[src/rtl/fu_s_sched.sv]
// fu_s_sched: scoreboard issue scheduler for the scalar FUs (0=ALU, 1=LDST, 2=BRANCH).
// Define FU_S_SCHED_PERF_EN to build the saturating issue/stall performance counters.
module fu_s_sched #(
  parameter int NUM_FU = 3,
  parameter int FU_W   = 2,
  parameter int REG_W  = 5
) (
  input  logic              CLK,
  input  logic              RST,
  input  logic              flush,
  input  logic              disp_valid,
  output logic              disp_ready,
  input  logic [FU_W-1:0]   disp_fu,
  input  logic [REG_W-1:0]  disp_rd,
  input  logic [FU_W:0]     disp_t1,
  input  logic [FU_W:0]     disp_t2,
  output logic [NUM_FU-1:0] fu_issue,
  input  logic [NUM_FU-1:0] fu_done,
  output logic [NUM_FU-1:0] busy,
  output logic              wb_valid,
  output logic [FU_W-1:0]   wb_fu,
  output logic [REG_W-1:0]  wb_rd,
  output logic [31:0]       perf_issue,
  output logic [31:0]       perf_stall
);
  typedef enum logic [2:0] {S_IDLE, S_WAIT, S_ISSUE, S_EXEC, S_WB} fu_state_t;

  logic [NUM_FU-1:0]            wb_req;
  logic [NUM_FU-1:0]            grant;
  logic [NUM_FU-1:0][REG_W-1:0] rd_all;
  logic [FU_W-1:0]              rr_reg;
  logic                         accept;
  logic                         fu_free;
  logic                         waw;
  logic [FU_W:0]                scan_idx;
  logic [FU_W-1:0]              pick;
  logic                         found;

  // A tag blocks only while pending, naming a busy producer that is not being granted now.
  function automatic logic tag_live(input logic [FU_W:0] tag,
                                    input logic [NUM_FU-1:0] busy_v,
                                    input logic [NUM_FU-1:0] gnt);
    logic live;
    live = 1'b0;
    for (int j = 0; j < NUM_FU; j++) begin
      if (tag[FU_W] && tag[FU_W-1:0] == FU_W'(j) && busy_v[j] && !gnt[j])
        live = 1'b1;
    end
    return live;
  endfunction

  always_comb begin
    fu_free = 1'b0;
    waw     = 1'b0;
    for (int k = 0; k < NUM_FU; k++) begin
      if (disp_fu == FU_W'(k) && !busy[k])
        fu_free = 1'b1;
      if (disp_rd != '0 && busy[k] && rd_all[k] == disp_rd)
        waw = 1'b1;
    end
    disp_ready = !flush && fu_free && !waw;
  end

  assign accept = disp_valid && disp_ready;

  // Round-robin scan starting at the pointer; flush blanks the bus for the cycle.
  always_comb begin
    grant    = '0;
    found    = 1'b0;
    pick     = '0;
    scan_idx = '0;
    for (int i = 0; i < NUM_FU; i++) begin
      scan_idx = {1'b0, rr_reg} + (FU_W+1)'(i);
      if (scan_idx >= (FU_W+1)'(NUM_FU))
        scan_idx = scan_idx - (FU_W+1)'(NUM_FU);
      if (!found && !flush && wb_req[scan_idx[FU_W-1:0]]) begin
        found = 1'b1;
        pick  = scan_idx[FU_W-1:0];
      end
    end
    if (found)
      grant[pick] = 1'b1;
  end

  assign wb_valid = found;
  assign wb_fu    = pick;
  assign wb_rd    = found ? rd_all[pick] : '0;

  always_ff @(posedge CLK or posedge RST) begin
    if (RST)
      rr_reg <= '0;
    else if (found)
      rr_reg <= (pick == FU_W'(NUM_FU-1)) ? '0 : pick + 1'b1;
  end

  for (genvar gi = 0; gi < NUM_FU; gi++) begin : g_fu
    fu_state_t        state_reg;
    logic [REG_W-1:0] rd_reg;
    logic [FU_W:0]    t1_reg;
    logic [FU_W:0]    t2_reg;
    logic             sel;
    logic             t1_live_d;
    logic             t2_live_d;
    logic             t1_live_s;
    logic             t2_live_s;

    assign sel       = accept && (disp_fu == FU_W'(gi));
    assign t1_live_d = tag_live(disp_t1, busy, grant);
    assign t2_live_d = tag_live(disp_t2, busy, grant);
    assign t1_live_s = tag_live(t1_reg, busy, grant);
    assign t2_live_s = tag_live(t2_reg, busy, grant);

    assign busy[gi]     = (state_reg != S_IDLE);
    assign fu_issue[gi] = (state_reg == S_ISSUE);
    assign wb_req[gi]   = (state_reg == S_WB);
    assign rd_all[gi]   = rd_reg;

    always_ff @(posedge CLK or posedge RST) begin
      if (RST) begin
        state_reg <= S_IDLE;
        rd_reg    <= '0;
        t1_reg    <= '0;
        t2_reg    <= '0;
      end else if (flush) begin
        state_reg <= S_IDLE;
        rd_reg    <= '0;
        t1_reg    <= '0;
        t2_reg    <= '0;
      end else begin
        case (state_reg)
          S_IDLE: begin
            if (sel) begin
              rd_reg    <= disp_rd;
              t1_reg    <= {t1_live_d, disp_t1[FU_W-1:0]};
              t2_reg    <= {t2_live_d, disp_t2[FU_W-1:0]};
              state_reg <= (t1_live_d || t2_live_d) ? S_WAIT : S_ISSUE;
            end
          end
          S_WAIT: begin
            t1_reg <= {t1_live_s, t1_reg[FU_W-1:0]};
            t2_reg <= {t2_live_s, t2_reg[FU_W-1:0]};
            if (!t1_live_s && !t2_live_s)
              state_reg <= S_ISSUE;
          end
          S_ISSUE: state_reg <= S_EXEC;
          S_EXEC: begin
            if (fu_done[gi])
              state_reg <= S_WB;
          end
          S_WB: begin
            if (grant[gi])
              state_reg <= S_IDLE;
          end
          default: state_reg <= S_IDLE;
        endcase
      end
    end
  end

`ifdef FU_S_SCHED_PERF_EN
  logic [31:0] perf_issue_reg;
  logic [31:0] perf_stall_reg;

  always_ff @(posedge CLK or posedge RST) begin
    if (RST) begin
      perf_issue_reg <= '0;
      perf_stall_reg <= '0;
    end else begin
      if (|fu_issue && perf_issue_reg != 32'hFFFF_FFFF)
        perf_issue_reg <= perf_issue_reg + 32'd1;
      if (disp_valid && !disp_ready && perf_stall_reg != 32'hFFFF_FFFF)
        perf_stall_reg <= perf_stall_reg + 32'd1;
    end
  end

  assign perf_issue = perf_issue_reg;
  assign perf_stall = perf_stall_reg;
`else
  assign perf_issue = '0;
  assign perf_stall = '0;
`endif

endmodule

[config.mk]
export PLATFORM = sky130hd
export DESIGN_NAME = fu_s_sched
export DESIGN_NICKNAME = d
export VERILOG_FILES = /design/src/rtl/fu_s_sched.sv
export SDC_FILE = /design/constraint.sdc
export NUM_CORES = 1
export LEC_CHECK = 0
export BUFFER_PORTS_ARGS = -buffer_cell sky130_fd_sc_hd__clkbuf_2
export CAP_MARGIN = 20
export CORE_MARGIN = 2
export CORE_UTILIZATION = 50
export DETAILED_ROUTE_END_ITERATION = 10
export PLACE_DENSITY = 0.76
export SLEW_MARGIN = 20
export SYNTH_ARGS = -nofsm -noshare
export SYNTH_HDL_FRONTEND = slang
export SYNTH_SLANG_ARGS = --single-unit
[constraint.sdc]
create_clock -name CLK -period 4.7 [get_ports CLK]
set_clock_uncertainty 0.05 [all_clocks]
set_input_delay 0.705 -clock CLK [delete_from_list [all_inputs] [get_ports CLK]]
set_output_delay 0.705 -clock CLK [all_outputs]
set_load 0.01 [all_outputs]
==> flow_summary.yaml, run 1 <==
outcome:
  outcome: "complete, no violations"
clock_tree:
  clock_latency_ns: 0.31
  htree_num_levels: 2
  cts_hold_buf: 0
  clk_pin_slew_worst_paths_ns: 0.10
  root_buffer: "clkbuf_8"
  clock-sinks: 44
  cts_setup_buffers: 0
  clk_path_buf_depth: 2
  numCtsBuffers: 5
  cts_tree: "done"
  cts_resized: 0
synth:
  ys_seq_area_share_pct: 29.0
  ys_ff_latch: 44
  synth_top_flop_cell: "dfrtp_1"
  yosysUniqueCellTypes: 79
  syn_inst: 439
  avgSynthCellArea_um2: 8.66
  yosysWarnings: 0
  synth-edff-count: 0
  async_flop_share_pct: 100
  synth_area_mm2: 0.00380
critical_path:
  startpoint_type: "register"
  arrival_ns: 3.30
  cp-end-kind: "output port"
  critPathKind: "reg -> out"
  worstPathMaxFanout: 13
  required_ns: 3.94
timing:
  period_share_pct: 86.3
  worst_pin_slew_ns: 0.863
  relSlewSlack_pct: 41.6
  slew_viol_final: 0
  clock.fmax_ghz: 0.246
  tns_ns: 0
  finalHoldViolCount: 0
  setup-violations-final: 0
  min_period_ns: 4.06
  grt_setup_unrepaired: "no"
final_layout:
  largest_reg_flops: 15
  fin_util_pct: 52.5
  antenna_cells: 0
  nets: 478
  drive_gt1_share_pct: 17.3
  syn_to_final_growth_pct: 0.592
power_and_ir_drop:
  combPwrFrac_pct: 45.3
  power.internal_uw: 850
  power.share.clock_pct: 20.5
  switching_share_pct: 43.8
  pwr-share-seq_pct: 34.2
  ir_drop_mv: 0.216
  switching_power_uw: 663
  p_per_area_mw_per_mm2: 396
  p_leak_nw: 1.79
grt:
  grt_overflow: 0
  grt_max_degree: 45
  grt_pass1_wl_mm: 13.7
  antenna_found_initial: 0
  grt_usage_pct: 20.2
  grt_pass1_vias: 2793
placement:
  portBuffers: 34
  dp_hpwl_mm: 6.14
  gp_congestion: 0.873
drt:
  dr.pass1.iters: 5
  wl_per_cell_um: 14.9
  num_vias: 3057
  routed_via_density: 5.50
  ant_nets: 0
  wl_mm: 8.28
  initialDrtViolationCount: 209
  drc: 0
die:
  die_w_um: 91.2
  core_mm2: 0.00729
  dieHeight_um: 91.2
  design.die.area_mm2: 0.00832
  start_util_pct: 52.1
  io_pins: 99
  rows: 31
job:
  drv_cap: 0
min_path:
  hp-class: "in -> async"
[stage by stage]
stage	power [mW]	instances	worst slack (ns)	hold WS [ns]	area, um^2
global route	1.61	556	0.448	0.489	3820
CTS	1.52	556	0.647	0.472	3820
floorplan	1.10	502	1.68	0.415	4040
detailed placement	1.20	548	0.994	0.450	3710
finish	1.51	556	0.642	0.464	3820
global placement	1.18	548	1.03	0.443	3710
[path summary, 6_finish.rpt]
check / start / endpoint / slack, ns / cells after the start
min reg2reg: rr_reg[1] / rr_reg[1] / 0.47 / 1
max in group asynchronous: RST / g_fu[1].t1_reg[1] / 3.74 / 3
min: RST / g_fu[2].t1_reg[1] / 0.46 / 3
max reg2reg: rr_reg[1] / g_fu[2].state_reg[0] / 1.10 / 11
min in group CLK: rr_reg[1] / rr_reg[1] / 0.47 / 1
max: rr_reg[1] / wb_rd[0] / 0.64 / 8
[kinds of logic after synthesis]
logic type               share of synthesized area, %
AND/OR/NAND/NOR                                  23.1
XOR/XNOR                                         3.46
adder cells (fa/ha/maj)                         0.658
other                                          0.0986
multiplexers                                     7.70
buffers and inverters                            19.2
flip-flops                                       29.0
AO/OA/AOI/OAI                                    16.9
[per-layer routing]
| layer | vias to the layer above | routed length (um) | GRT usage, % | part of all wire (%) |
|---|---|---|---|---|
| met3 | 10 | 500 | 3.40 | 6.0 |
| met2 | 109 | 4040 | 33.5 | 49 |
| li1 | 1448 | - | - | - |
| met1 | 1490 | 3640 | 27.3 | 44 |
| met5 | - | 0 | 0 | 0 |
| met4 | 0 | 102 | 5.93 | 1.2 |
[layout by cell type (no fill, tap or decap), types with 4 or more instances in the layout]
| cell type | instances |
|---|---|
| conb_1 | 64 |
| nor2_1 | 45 |
| dfrtp_1 | 44 |
| clkbuf_2 | 34 |
| nand2_1 | 26 |
| o21ai_0 | 21 |
| inv_1 | 18 |
| nor3_1 | 14 |
| a21oi_1 | 12 |
| mux2i_1 | 11 |
| nor2b_1 | 11 |
| mux2_2 | 9 |
| nand2b_1 | 9 |
| xnor2_1 | 8 |
| nor3b_1 | 8 |
| xor2_1 | 7 |
| nand3_1 | 7 |
| nand3b_1 | 6 |
| o21ai_1 | 5 |
| clkbuf_8 | 5 |
| buf_4 | 5 |
| o32ai_1 | 4 |
| a22oi_1 | 4 |
[cells in the mapped netlist, types with 2 or more instances]
cell / count / area [um^2]
xnor2_1: 8 / 70.1
xor2_1: 7 / 61.3
mux2_2: 9 / 101
a21o_1: 3 / 22.5
a22oi_1: 4 / 30.0
or3_1: 3 / 18.8
and3_1: 2 / 12.5
a32o_1: 2 / 20.0
inv_1: 18 / 67.6
o21ai_1: 5 / 25.0
nor4_1: 3 / 18.8
o32ai_1: 4 / 35.0
nand2_1: 26 / 97.6
a222oi_1: 3 / 30.0
o41ai_1: 2 / 17.5
nand3b_1: 6 / 45.0
ha_1: 2 / 25.0
a41oi_1: 2 / 17.5
nor2_1: 45 / 169
o21ai_0: 21 / 105
dfrtp_1: 44 / 1100
mux2i_4: 3 / 67.6
nand2b_1: 9 / 56.3
o22ai_1: 2 / 12.5
buf_2: 7 / 35.0
and2_1: 2 / 12.5
buf_4: 66 / 495
nor2b_1: 11 / 68.8
nand4b_1: 2 / 17.5
nor3_1: 14 / 70.1
o311a_1: 3 / 30.0
clkbuf_1: 11 / 41.3
buf_6: 6 / 67.6
mux2i_1: 11 / 110
nor3b_1: 8 / 60.1
nand3_1: 7 / 35.0
nor4b_1: 3 / 26.3
a311oi_1: 2 / 17.5
a21oi_1: 12 / 60.1
a211oi_2: 2 / 25.0
[power by group through the flow]
stage	logic [mW]	clock network (mW)	registers, mW
after global placement	0.665	0	0.519
after CTS	0.683	0.318	0.515
after global routing	0.759	0.329	0.527
final	0.686	0.310	0.518
after detailed placement	0.679	0	0.523
after floorplan	0.623	0	0.472
[worst max-delay path, cell delays in order, from the launching register on]
cell      delay, ns
dfrtp_1        0.41
inv_1          0.06
ha_1           0.41
nor4bb_1       0.32
o21ai_1        0.18
and4_1         0.36
nor4b_1        0.83
o21ai_0        0.25
clkbuf_2       0.18
[layout make-up]
| class | count | area, um^2 |
|---|---|---|
| clock buffer | 5 | 68.8 |
| sequential | 44 | 1100 |
| inverter | 18 | 67.6 |
| fill | 701 | 3470 |
| tap | 99 | 124 |
| multi-input combinational | 348 | 2210 |
| clock inverter | 3 | 46.3 |
| timing repair buffer | 39 | 208 |
No activity file was read; power rests on OpenSTA's default activity.
==> run 2: changes to the inputs <==
--- a/config.mk
+++ b/config.mk
@@ -7,10 +7,12 @@
 export LEC_CHECK = 0
 export BUFFER_PORTS_ARGS = -buffer_cell sky130_fd_sc_hd__clkbuf_2
 export CAP_MARGIN = 20
+export CORE_ASPECT_RATIO = 1.2
 export CORE_MARGIN = 2
-export CORE_UTILIZATION = 50
+export CORE_UTILIZATION = 49
 export DETAILED_ROUTE_END_ITERATION = 10
-export PLACE_DENSITY = 0.76
+export GPL_TIMING_DRIVEN = 0
+export PLACE_DENSITY = 0.78
 export SLEW_MARGIN = 20
 export SYNTH_ARGS = -nofsm -noshare
 export SYNTH_HDL_FRONTEND = slang
==> constraint.sdc (replaced) <==
create_clock -name CLK -period 3.3 [get_ports CLK]
set_clock_uncertainty 0.05 [all_clocks]
set_input_delay 0.495 -clock CLK [delete_from_list [all_inputs] [get_ports CLK]]
set_output_delay 0.495 -clock CLK [all_outputs]
set_load 0.01 [all_outputs]
==> run 2 against run 1 <==
Global-route usage grew 1.6 points. Worst setup slack got worse by 0.60 ns. Cell count increased by 19%. Total power grew 73%. Largest power group unchanged. Sequential cell count is the same. First-iteration DRC count is 6.7% higher. Via count increased by 14%. Die area is 2.0% higher.
==> flow_summary.yaml, run 2 (synthesized netlist as in run 1, its figures left out) <==
critical_path:
  arrival_ns: 2.71
  reg2reg_from: "rr_reg[1]"
  cp-end-kind: "output port"
  reg2regPathDepth: 13
  setup.worst_path.start: "rr_reg[1]"
  required_ns: 2.75
  critPathKind: "reg -> out"
  rrSetupSlack_ns: 0.13
  startpoint_type: "register"
  r2r-end: "g_fu[0].state_reg[1]"
  worstPathMaxFanout: 7
clock_tree:
  htree_num_levels: 2
  root_buffer: "clkbuf_8"
  numCtsBuffers: 5
  clock_latency_ns: 0.31
  cts_hold_buf: 0
  clock-sinks: 44
  clk_pin_slew_worst_paths_ns: 0.09
  clk_path_buf_depth: 2
  cts_tree: "done"
final_layout:
  fin_util_pct: 63.0
  final_common_cell: "buf_4"
  antenna_cells: 0
  nets: 588
  final_cell_mix: "89 x buf_4, 64 x conb_1, 44 x nor2_1, 44 x dfrtp_1"
  drive_gt1_share_pct: 33.7
  syn_to_final_growth_pct: 26.2
  layout.cells.non_filler: 659
  largest_reg_flops: 15
timing:
  period_share_pct: 98.8
  grt_setup_unrepaired: "yes"
  whs_ns: 0.0369
  worst_slack_ns: 0.0412
  setup-violations-final: 0
  relSlewSlack_pct: 52.2
  slew_viol_final: 0
  worst_pin_slew_ns: 0.709
  min_period_ns: 3.26
  finalHoldViolCount: 0
  clock.fmax_ghz: 0.307
die:
  io_pins: 99
  die_w_um: 84.4
  start_util_pct: 49.9
  rows: 35
  design.die.area_mm2: 0.00848
  dieHeight_um: 101
  core_mm2: 0.00762
grt:
  grt_pass1_vias: 3049
  grt_overflow: 0
  grt_max_degree: 35
  antenna_found_initial: 0
  grt_pass1_wl_mm: 14.9
  grt_usage_pct: 21.9
placement:
  gp_congestion: 0.904
  preCtsSetupSlack_ns: -0.0945
  portBuffers: 29
  dp_hpwl_mm: 7.01
  placed_cells: 624
power_and_ir_drop:
  total_power_mw: 2.61
  combPwrFrac_pct: 57.6
  power.share.clock_pct: 15.9
  pwr-share-seq_pct: 26.5
  p_leak_nw: 2.38
  switching_share_pct: 42.0
  ir_drop_mv: 0.289
  p_per_area_mw_per_mm2: 545
  switching_power_mw: 1.10
  power.internal_mw: 1.52
drt:
  drc: 0
  routed_via_density: 5.30
  wl_per_cell_um: 15.1
  num_vias: 3490
  dr.pass1.iters: 5
  ant_nets: 0
  initialDrtViolationCount: 223
  wl_mm: 9.93
outcome:
  outcome: "complete, no violations"
min_path:
  hp-class: "in -> async"
job:
  drv_cap: 0
-- run 2: critical path, stage by stage (launching register included) --
cell	delay (ns)
dfrtp_1	0.40
buf_4	0.15
ha_4	0.29
buf_8	0.13
o21ai_2	0.05
and4_1	0.20
buf_6	0.14
buf_4	0.14
mux2i_4	0.20
buf_6	0.17
a222oi_1	0.32
inv_1	0.09
buf_6	0.13
-- run 2: how the worst max path moves through the flow --
stage	end	cells after the start
2_1_floorplan	g_fu[0].state_reg[1]	12
3_3_place_gp	g_fu[0].state_reg[0]	12
3_5_place_dp	g_fu[0].state_reg[0]	12
4_1_cts	wb_rd[3]	12
5_1_grt	wb_rd[0]	12
6_report	wb_rd[2]	12
-- run 2: cell type report --
cell class	count	area, um^2
plain buffers	92	691
clock buffers	6	72.6
clock inverters	2	35.0
fillers	666	2820
inverters	18	67.6
multi-input cells	348	2340
flip-flops and latches	44	1100
well taps	92	115
repair buffers	57	379
-- run 2: metrics by stage --
step | area, um^2 | TNS (ns)
after floorplan | 4040 | 0
final | 4800 | 0
after CTS | 4540 | 0
after global routing | 4800 | -0.270
after detailed placement | 4320 | -0.174
after global placement | 4300 | -0.0286
-- run 2: power groups by stage --
stage	clock network, mW	registers, mW	logic (mW)
floorplan	0	0.673	0.888
global placement	0	0.685	1.13
detailed placement	0	0.691	1.16
CTS	0.424	0.683	1.26
global route	0.444	0.701	1.61
finish	0.415	0.693	1.51
-- run 2: per-layer routing --
layer	wire length [um]	GRT usage (%)	share of wire, %
met1	3770	25.7	38
met4	257	7.81	2.6
met2	5290	40.5	53
met5	0	0	0
met3	618	3.19	6.2
-- run 2: repair_timing --
item / CTS / global route
buffers inserted: 7 / 19
endpoints found under the setup margin: 12 / 11
pin swaps: 4 / 7
gates cloned: 0 / 1
resized for setup: 14 / 26
==> run 3: changes to the inputs <==
--- a/config.mk
+++ b/config.mk
@@ -5,7 +5,7 @@
 export SDC_FILE = /design/constraint.sdc
 export NUM_CORES = 1
 export LEC_CHECK = 0
-export BUFFER_PORTS_ARGS = -buffer_cell sky130_fd_sc_hd__clkbuf_2
+export BUFFER_PORTS_ARGS = -buffer_cell sky130_fd_sc_hd__buf_2
 export CAP_MARGIN = 20
 export CORE_ASPECT_RATIO = 1.2
 export CORE_MARGIN = 2
==> run 3 against run 2 <==
First-iteration DRC count decreased by 4.5%. Wire length shrank 1.7%. Sequential cell count is the same. Cell count fell by 1.2%. Total power decreased by 3.3%. Global-route usage fell by 0.76 points. Combinational power down 3%. Design area shrank 1.7%. Clock power decreased by 14%. Sequential power up 0.7%. Die area did not move. Count of clock-buffer cells in the layout is the same.
==> flow_summary.yaml, run 3 (synthesized netlist as in run 1, its figures left out) <==
outcome:
  outcome: "complete, no violations"
timing:
  relSlewSlack_pct: 55.3
  finalHoldViolCount: 0
  grt_setup_unrepaired: "yes"
  worst_pin_slew_ns: 0.664
  min_period_ns: 3.25
  slew_viol_final: 0
  clock.fmax_ghz: 0.308
  worst_slack_ns: 0.0511
  period_share_pct: 98.5
  setup-violations-final: 0
job:
  drv_cap: 0
placement:
  dp_hpwl_mm: 6.93
  portBuffers: 29
  gp_congestion: 0.900
  preCtsSetupSlack_ns: -0.0907
drt:
  dr.pass1.iters: 6
  routed_via_density: 5.31
  wl_per_cell_um: 15.0
  num_vias: 3457
  drc: 0
  wl_mm: 9.76
  ant_nets: 0
  initialDrtViolationCount: 213
critical_path:
  arrival_ns: 2.70
  slowest_stage: "or3b_4"
  crit_chain: "or3b_4 > a21oi_2 > and4_1 > buf_6 > nor2b_2 > a211o_2 > a222oi_1 > inv_1 > buf_2"
  crit_family: "compound AO/OA/AOI/OAI gates"
  rrSetupSlack_ns: 0.11
  startpoint_type: "register"
  cp_num_buf_inv: 3
  critPathKind: "reg -> out"
  slowest_delay_ns: 0.45
  cp-end-kind: "output port"
  worstPathMaxFanout: 6
  required_ns: 2.75
clock_tree:
  clk_path_buf_depth: 2
  root_buffer: "clkbuf_8"
  clock_latency_ns: 0.30
  htree_num_levels: 2
  cts_tree: "done"
  clock-sinks: 44
  numCtsBuffers: 5
  clk_pin_slew_worst_paths_ns: 0.09
die:
  core_mm2: 0.00762
  start_util_pct: 49.9
  rows: 35
  io_pins: 99
  die_w_um: 84.4
  dieHeight_um: 101
  design.die.area_mm2: 0.00848
power_and_ir_drop:
  p_per_area_mw_per_mm2: 536
  ir_drop_mv: 0.307
  p_leak_nw: 2.34
min_path:
  hp-class: "in -> async"
final_layout:
  final_common_cell: "buf_4"
  fin_util_pct: 61.9
  n_fill_cell: 670
  largest_reg_flops: 15
  syn_to_final_growth_pct: 24.1
  drive_gt1_share_pct: 32.9
  antenna_cells: 0
  final_cell_mix: "82 x buf_4, 64 x conb_1, 45 x nor2_1"
  nets: 580
grt:
  grt_pass1_vias: 2981
  grt_pass1_wl_mm: 14.4
  grt_overflow: 0
  grt_max_degree: 35
  antenna_found_initial: 0
  grt_usage_pct: 21.1
[run 3: changes by cell type in the layout (fill, tap and decap cells not counted), moves of 2 or more]
cell	change
buf_2	+26
clkbuf_2	-26
buf_4	-7
buf_6	-4
buf_12	+2
[run 3: path summary, 6_finish.rpt]
path / from / endpoint / cells past startpoint
max: g_fu[0].state_reg[0] / wb_rd[3] / 9
min: RST / g_fu[2].t2_reg[2] / 2
max reg2reg: g_fu[0].state_reg[0] / g_fu[0].state_reg[0] / 11
min reg2reg: g_fu[2].t1_reg[2] / g_fu[2].t1_reg[2] / 2
max in group asynchronous: RST / g_fu[0].rd_reg[2] / 3
min in group CLK: fu_done[2] / g_fu[2].state_reg[2] / 3
[run 3: layout make-up]
class / count / area, um^2 / share of cell area (%)
Multi-Input combinational cell: 349 / 2330 / 49.4
Clock buffer: 6 / 82.6 / 1.75
Sequential cell: 44 / 1100 / 23.3
Inverter: 18 / 67.6 / 1.43
Clock inverter: 2 / 10.0 / 0.212
Tap cell: 92 / 115 / 2.44
Buffer: 91 / 679 / 14.4
Timing Repair Buffer: 49 / 333 / 7.06
[run 3: routing by layer]
metal,track usage (%),wire length [um],vias up
li1,-,-,1660
met1,24.4,3750,1611
met2,38.4,4990,156
met3,3.60,680,30
met4,9.04,345,0
met5,0,0,-
[run 3: what timing repair did]
item / 4_1_cts / 5_1_grt
cloned: 0 / 1
pin swaps: 2 / 5
endpoints found under the setup margin: 11 / 11
setup buffers: 4 / 15
hold buffers: 0 / 0
resized for setup: 17 / 12
[run 3: report_power, final]
group | switching [mW] | internal (mW)
registers | 0.0851 | 0.613
logic | 0.816 | 0.657
clock network | 0.188 | 0.167
total | 1.09 | 1.44
[run 3: metrics by stage]
| stage | power (mW) | hold WS [ns] | cell area, um^2 | setup TNS [ns] | instances |
|---|---|---|---|---|---|
| after floorplan | 1.56 | 0.415 | 4040 | 0 | 502 |
| final | 2.53 | 0.0579 | 4720 | 0 | 651 |
| after global routing | 2.66 | 0.0663 | 4720 | -0.276 | 651 |
| after detailed placement | 1.85 | 0.394 | 4320 | -0.140 | 624 |
| after global placement | 1.82 | 0.444 | 4300 | -0.0274 | 623 |
| after CTS | 2.32 | 0.0665 | 4540 | 0 | 635 |
